[config.mk]
export PLATFORM = sky130hd
export DESIGN_NAME = fwd_hazard_unit
export DESIGN_NICKNAME = d
export VERILOG_FILES = /design/src/rtl/fwd_hazard_unit.sv
export SDC_FILE = /design/constraint.sdc
export NUM_CORES = 1
export LEC_CHECK = 0
export ABC_CLOCK_PERIOD_IN_PS = 3400
export BUFFER_PORTS_ARGS = -buffer_cell sky130_fd_sc_hd__clkbuf_2
export CAP_MARGIN = 20
export CORE_ASPECT_RATIO = 1.2
export CORE_MARGIN = 5
export CORE_UTILIZATION = 55
export DETAILED_ROUTE_END_ITERATION = 8
export GPL_TIMING_DRIVEN = 0
export PLACE_DENSITY = 0.84
export SYNTH_ARGS = -nofsm -noshare
export SYNTH_HDL_FRONTEND = slang
export SYNTH_SLANG_ARGS = --single-unit
[constraint.sdc]
create_clock -name clk -period 3.4 [get_ports clk]
set_input_delay 0.17 -clock clk [delete_from_list [all_inputs] [get_ports clk]]
set_output_delay 0.17 -clock clk [all_outputs]
set_load 0.02 [all_outputs]
[src/rtl/fwd_hazard_unit.sv]
// Forwarding-select and interlock-stall unit for the 5-stage pipeline.
// Tracks EX/MEM and MEM/WB destinations itself and counts hazard-stall cycles.
module fwd_hazard_unit #(
  parameter int NUM_SRC = 2,
  parameter int REG_AW  = 5,
  parameter bit FWD_EN  = 1'b1,
  parameter int CNT_W   = 16
) (
  input  logic                      clk,
  input  logic                      rst_n,
  input  logic                      if_id_valid,
  input  logic [NUM_SRC*REG_AW-1:0] if_id_rs,
  input  logic                      id_ex_valid,
  input  logic [NUM_SRC*REG_AW-1:0] id_ex_rs,
  input  logic [REG_AW-1:0]         id_ex_rd,
  input  logic                      id_ex_regw,
  input  logic                      id_ex_memr,
  input  logic                      mem_ready,
  input  logic                      cnt_clr,
  output logic [2*NUM_SRC-1:0]      fwd_sel,
  output logic                      stall,
  output logic                      bubble,
  output logic [CNT_W-1:0]          hazard_cnt
);

  localparam logic [CNT_W-1:0] CNT_MAX = {CNT_W{1'b1}};
  localparam logic [CNT_W-1:0] CNT_ONE = {{(CNT_W-1){1'b0}}, 1'b1};

  // The load flag is not kept for MEM/WB: the register file writes before it
  // reads, so a load there behaves like any other producer.
  logic              em_v_q, em_v_d, em_regw_q, em_regw_d, em_memr_q, em_memr_d;
  logic [REG_AW-1:0] em_rd_q, em_rd_d;
  logic              mw_v_q, mw_v_d, mw_regw_q, mw_regw_d;
  logic [REG_AW-1:0] mw_rd_q, mw_rd_d;
  logic [CNT_W-1:0]  cnt_q, cnt_d;
  logic              x_hit_s, em_hit_s, hz_s;

  function automatic logic dst_match(input logic v, input logic regw,
                                     input logic [REG_AW-1:0] rd,
                                     input logic [REG_AW-1:0] r);
    dst_match = v & regw & (rd != {REG_AW{1'b0}}) & (rd == r);
  endfunction

  // Scoreboard advances with the pipeline only when data memory completes.
  always_comb begin
    if (mem_ready) begin
      em_v_d    = id_ex_valid;
      em_rd_d   = id_ex_rd;
      em_regw_d = id_ex_regw;
      em_memr_d = id_ex_memr;
      mw_v_d    = em_v_q;
      mw_rd_d   = em_rd_q;
      mw_regw_d = em_regw_q;
    end else begin
      em_v_d    = em_v_q;
      em_rd_d   = em_rd_q;
      em_regw_d = em_regw_q;
      em_memr_d = em_memr_q;
      mw_v_d    = mw_v_q;
      mw_rd_d   = mw_rd_q;
      mw_regw_d = mw_regw_q;
    end
  end

  // Scoreboard registers.
  always_ff @(posedge clk or negedge rst_n) begin
    if (!rst_n) begin
      em_v_q    <= 1'b0;
      em_rd_q   <= {REG_AW{1'b0}};
      em_regw_q <= 1'b0;
      em_memr_q <= 1'b0;
      mw_v_q    <= 1'b0;
      mw_rd_q   <= {REG_AW{1'b0}};
      mw_regw_q <= 1'b0;
    end else begin
      em_v_q    <= em_v_d;
      em_rd_q   <= em_rd_d;
      em_regw_q <= em_regw_d;
      em_memr_q <= em_memr_d;
      mw_v_q    <= mw_v_d;
      mw_rd_q   <= mw_rd_d;
      mw_regw_q <= mw_regw_d;
    end
  end

  // EX operand selects; a load still in EX/MEM has no data yet, so it never forwards.
  always_comb begin
    fwd_sel = {(2*NUM_SRC){1'b0}};
    for (int i = 0; i < NUM_SRC; i++) begin
      if ((FWD_EN == 1'b1) && !em_memr_q &&
          dst_match(em_v_q, em_regw_q, em_rd_q, id_ex_rs[i*REG_AW +: REG_AW])) begin
        fwd_sel[2*i +: 2] = 2'b10;
      end else if ((FWD_EN == 1'b1) &&
                   dst_match(mw_v_q, mw_regw_q, mw_rd_q, id_ex_rs[i*REG_AW +: REG_AW])) begin
        fwd_sel[2*i +: 2] = 2'b01;
      end else begin
        fwd_sel[2*i +: 2] = 2'b00;
      end
    end
  end

  // Decode-stage hazard against ID/EX and, without forwarding, EX/MEM too.
  always_comb begin
    x_hit_s  = 1'b0;
    em_hit_s = 1'b0;
    for (int i = 0; i < NUM_SRC; i++) begin
      x_hit_s  = x_hit_s |
                 dst_match(id_ex_valid, id_ex_regw, id_ex_rd, if_id_rs[i*REG_AW +: REG_AW]);
      em_hit_s = em_hit_s |
                 dst_match(em_v_q, em_regw_q, em_rd_q, if_id_rs[i*REG_AW +: REG_AW]);
    end
    if (!if_id_valid) begin
      hz_s = 1'b0;
    end else if (FWD_EN == 1'b1) begin
      hz_s = id_ex_memr & x_hit_s;
    end else begin
      hz_s = x_hit_s | em_hit_s;
    end
  end

  // Memory wait freezes everything and masks any coincident hazard.
  always_comb begin
    if (!mem_ready) begin
      stall  = 1'b1;
      bubble = 1'b0;
    end else if (hz_s) begin
      stall  = 1'b1;
      bubble = 1'b1;
    end else begin
      stall  = 1'b0;
      bubble = 1'b0;
    end
  end

  // Saturating hazard counter next state; clear wins over increment.
  always_comb begin
    if (cnt_clr) begin
      cnt_d = {CNT_W{1'b0}};
    end else if (mem_ready && hz_s && (cnt_q != CNT_MAX)) begin
      cnt_d = cnt_q + CNT_ONE;
    end else begin
      cnt_d = cnt_q;
    end
  end

  // Hazard counter register.
  always_ff @(posedge clk or negedge rst_n) begin
    if (!rst_n) begin
      cnt_q <= {CNT_W{1'b0}};
    end else begin
      cnt_q <= cnt_d;
    end
  end

  assign hazard_cnt = cnt_q;

endmodule

# [After elaboration in Yosys (flattened, before gate mapping)]
# Cells that the tools add are included.
[op_classes] bitwise=14 muxes=10 reduce_logical=9 eq_ne=7 addsub=1
[ops] op="two-way mux 16 bit" count=2
[ops] op="== test 5 bit" count=6
[ops] op="adder 16 x 1 -> 16 bit, second input constant" count=1
[ops] op="inequality test 16 bit, second input constant" count=1
[ops] op="nonzero test 5 bit" count=3
[ops] op="bitwise AND 1 bit" count=13
[ops] op="two-way mux 1 bit" count=6
[ops] op="logical AND 1 bit" count=4
[ops] op="two-way mux 2 bit" count=2
[ops] op="nonzero test 2 bit" count=1
[ops] op="logical NOT 1 bit" count=1
[ops] op="OR 1 bit" count=1
[totals] ff_bits=31 out_inout_bits=22 input_bits=33 wordCells=49

# [Logic depth before layout (Yosys ltp)]
[logic_depth] ltp_word=10 depth_mapped=9 ltp_nobuf=7

# [Least setup slack after synthesis]
# OpenSTA, ideal clock, no wires.
[synth_timing] path_kind="register to output" from="register em_rd_q[1]" to="output port fwd_sel[0]" path_slack_ns=1.207 path_stages_with_launch=5 required_ns=3.230 t_arrival_ns=2.023 cell_sequence="dfrtp_1 or4_1 o21ai_0 nor4_1 nor4_1"
[synth_via] elab_chain_cells=5 word_cells_on_any_way=6
[synth_rtl] item="from (decl)" line_no="32" source="logic [REG_AW-1:0] em_rd_q, em_rd_d;"
[synth_rtl] item="from (signal assigned)" line_no="69" source="em_rd_q <= {REG_AW{1'b0}};"
[synth_rtl] item="from (signal assigned)" line_no="77" source="em_rd_q <= em_rd_d;"
[synth_rtl] item="nonzero test 5 bit"
[synth_rtl] item="bitwise AND 1 bit"
[synth_rtl] item="bitwise AND 1 bit (*)" line_no="41" source="dst_match = v & regw & (rd != {REG_AW{1'b0}}) & (rd == r);"
[synth_rtl] item="logical AND 1 bit (*)" line_no="90" source="if ((FWD_EN == 1'b1) && !em_memr_q &&"
[synth_rtl] item="two-way mux 2 bit (*)" line_no="90"
[synth_rtl] item="to (decl)" line_no="20" source="output logic [2*NUM_SRC-1:0] fwd_sel,"
# Every way passes the cells marked *; elsewhere a longest branch is shown, timed or not.

# [Final worst setup path]
[layout_timing] from="register cnt_q[0], in the netlist hazard_cnt[0]" to="register cnt_q[1], in the netlist hazard_cnt[1]"
[layout_via] elab_chain_cells=3 word_cells_on_any_way=6
[layout_rtl] item="from (decl)" line_no="35" source="logic [CNT_W-1:0] cnt_q, cnt_d;"
[layout_rtl] item="from (signal assigned)" line_no="149" source="cnt_q <= {CNT_W{1'b0}};"
[layout_rtl] item="from (signal assigned)" line_no="151" source="cnt_q <= cnt_d;"
[layout_rtl] item="adder 16 x 1 -> 16 bit / inequality test 16 bit (equally long branches)" line_no="140, 139"
[layout_rtl] item="two-way mux 16 bit / logical AND 1 bit (equally long branches)" line_no="139" source="end else if (mem_ready && hz_s && (cnt_q != CNT_MAX)) begin"
[layout_rtl] item="two-way mux 16 bit / nonzero test 2 bit (equally long branches)"
# Several ways; a longest one is shown, not always the timed one. The select of a mux whose other input is x is not followed.
# A chain may end at the register's enable or synchronous reset.

==> impl_results.md <==
* Outcome: complete, no violations
* Sequential share of power at 0.506
* Combinational Power Share at 0.149
* Antenna violations before repair at 0
* Net count after synthesis at 220
* HPWL Detailed at 3.30 mm
* CTS H-tree depth at 2
* Die Y at between 70 and 80 um
* CTS Root Cell: clkbuf_8
* Die Wd at 63.0 um
* Net count reported at finish at 280
* Post-route setup TNS at 0 ns
* Syn Inst Count at 186
* Clock tree buffer depth at 2
* Drt first pass iters at 4
* Top-area cell type share of the netlist area at 0.419
* Mapped cell area at 0.00185 mm2
* Cts repair resizes at 0
* Residual DRC count at 0
* Hold WC Path Type: in -> reg
* Die Area at between 0.004 and 0.005 mm2
* Power, Total at roughly 0.83 mW
* CORE AREA at 0.00331 mm2
* RSZ-0062 raised after global routing: no
* Pin count of the biggest net entering global routing at 32
* Fmax at 405 MHz
* Peak supply drop at 0.000325 V
* Cell taking the most area after synthesis: dfrtp_1
* Synth Register Bits at 31
* Final worst path period share at 0.726
* Gr ovfl total at 0
* GP Congestion at approximately 0.83
* Ports at 55
* Rel. slew slack at 0.500
* Leak pwr at about 1 nW
* Clk pin slew, worst setup/hold paths at 0.06 ns
* Global-route wire length before repair at 7.33 mm
* Final instance area at 0.00226 mm2
* Worst skew pair latency at ~0.28 ns
* Max Slew Vio Count at 0
* Power density cells at 368 mW/mm2
* Final setup fails at 0
* Tightest Pin Transition at approximately 0.75 ns
* Diode count at 0
* Detail Route Antenna Nets at 0
* Syn avg cell area at 9.96 um2
* 1st-iter DRT viols at 56
* Overall Global Routing Usage at 0.199
* Worst setup SP type: flop
* CTS tree: done
* Worst Path Arrival at 2.62 ns
* Int Pwr at 0.614 mW
* Initial cell density of the core at 0.560
* CP Capture Type: flop
* Largest fanout on the critical path at 10
* Top post-synthesis cells by area: dfrtp_1, xor2_1, mux2_2
* Clock skew at 0.00106 ns
* Vias in the first global route at roughly 1600
* Share of cells above drive strength 1 at 0.337
* Syn. warnings at 0
* Post-CTS Setup Bufs at 0
* Clock tree sinks at 31
* Row cnt at 23
* Kind of critical path: reg -> reg
* Tmin final at 2.47 ns
* Total number of vias at 1600
* CTS Hold Bufs at 1
* Worst EP required at 3.55 ns
* Net switching share of the total power at 0.260
* Clock buffer count from CTS at 5
* DP Area at 0.00216 mm2
* P_sw at 0.216 mW
* WL/cell at around 15 um
* I/O Buffers at 52
* Yosys cell types at 35
* Seq/Total Area, Yosys at 0.419
* Final Hold Viols at 0
* Worst hold slack at 0.147 ns
* Area grow syn2layout at 21.8%
* Clock power frac at 0.345
* Final Routed Wirelength at 4.32 mm
* Vias per Instance at 5.65
* Max Cap Viol at 0
## power groups by stage
stage	Combinational, mW	Clock [mW]	Sequential, mW
finish	0.124	0.286	0.420
global route	0.138	0.313	0.422
CTS	0.126	0.294	0.419
detailed placement	0.124	0	0.426
global placement	0.121	0	0.424
floorplan	0.0783	0	0.417
## layout by cell type (no fill, tap or decap), types with 2 or more instances in the layout
cell type and count:
nand4_1 2, mux2i_1 2, mux2_2 16, nand3_1 10, nor4_1 5, nor3b_1 2, xnor2_1 8, or4_1 5
clkbuf_2 52, dfrtp_1 31, o21ai_0 7, nor2_1 15, o31ai_1 2, nand2b_1 3, a21oi_1 11, nor3_2 2
nor3_1 2, clkbuf_8 6, buf_1 2, nand2_1 9, xor2_1 25, clkbuf_1 2, buf_2 2, and3_1 3
or3_1 8
## per-layer routing
| layer | global-route usage | vias up | share of wire |
|---|---|---|---|
| li1 | - | 791 | - |
| met1 | 0.226 | 756 | 0.41 |
| met2 | 0.361 | 49 | 0.52 |
| met3 | 0.0550 | 4 | 0.056 |
| met4 | 0.0637 | 0 | 0.011 |
| met5 | 0 | - | 0 |
## cells by family (layout without fill, tap and decap cells)
| logic type | after synthesis | count (layout) | share of synthesized area |
|---|---|---|---|
| flip-flops | 31 | 31 | 0.419 |
| multiplexers | 18 | 18 | 0.108 |
| AND/OR/NAND/NOR | 71 | 71 | 0.215 |
| adder cells (fa/ha/maj) | 1 | 1 | 0.00675 |
| buffers and inverters | 7 | 67 | 0.0155 |
| XOR/XNOR | 33 | 33 | 0.156 |
| AO/OA/AOI/OAI | 25 | 25 | 0.0797 |
## through the flow
step / cells / utilization / setup WS, ns
after floorplan: 186 / - / 1.21
after global placement: 275 / 0.653 / 0.952
after detailed placement: 275 / 0.653 / 0.931
after CTS: 283 / 0.682 / 0.916
after global routing: 283 / 0.682 / 0.627
final: 283 / 0.682 / 0.930
## cells in the mapped netlist
library cell  instances
dfrtp_1              31
xor2_1               25
mux2_2               16
nor2_1               15
a21oi_1              11
nand3_1              10
nand2_1               9
or3_1                 8
xnor2_1               8
o21ai_0               7
nor4_1                5
or4_1                 5
and3_1                3
nand2b_1              3
buf_1                 2
buf_2                 2
clkbuf_1              2
mux2i_1               2
nand4_1               2
nor3_1                2
nor3_2                2
nor3b_1               2
o31ai_1               2
a211oi_1              1
a22oi_2               1
a31o_2                1
a31oi_1               1
and3_4                1
and4_4                1
ha_1                  1
inv_1                 1
nand3b_1              1
nor2b_1               1
nor4b_1               1
o211ai_1              1
## flip-flops by register name (all words and copies together), names as in the netlist
register	flops
em_regw_q	1
hazard_cnt	16
em_v_q	1
mw_rd_q	5
mw_regw_q	1
mw_v_q	1
em_rd_q	5
em_memr_q	1
## critical path: stages, from the launching register on
cell     delay, ns
dfrtp_1       0.44
ha_1          0.22
inv_1         0.06
nor3_1        0.54
and3_1        0.28
or3_1         0.11
buf_2         0.18
buf_2         0.26
mux2i_1       0.20
nor2_1        0.05
## final timing paths
| kind | slack, ns | depth (start not counted) | from | end |
|---|---|---|---|---|
| worst max-delay path | 0.93 | 9 | hazard_cnt[0] | hazard_cnt[1] |
| worst min-delay path | 0.15 | 2 | id_ex_regw | em_regw_q |
| worst max register to register | 0.93 | 9 | hazard_cnt[0] | hazard_cnt[1] |
| worst min register to register | 0.52 | 1 | em_memr_q | em_memr_q |
| max in group asynchronous | 2.44 | 2 | rst_n | mw_v_q |
| min in group asynchronous | 0.48 | 2 | rst_n | hazard_cnt[11] |
## final cells by class
cell class / count / area, um2
buffer: 6 / 25.0
clock buffer: 6 / 82.6
clock inverter: 1 / 5.00
fill: 274 / 1050
inverter: 1 / 3.75
multi-input combinational: 148 / 1050
sequential: 31 / 776
tap: 37 / 46.3
timing repair buffer: 53 / 270
(Power assumes the default switching activity.)
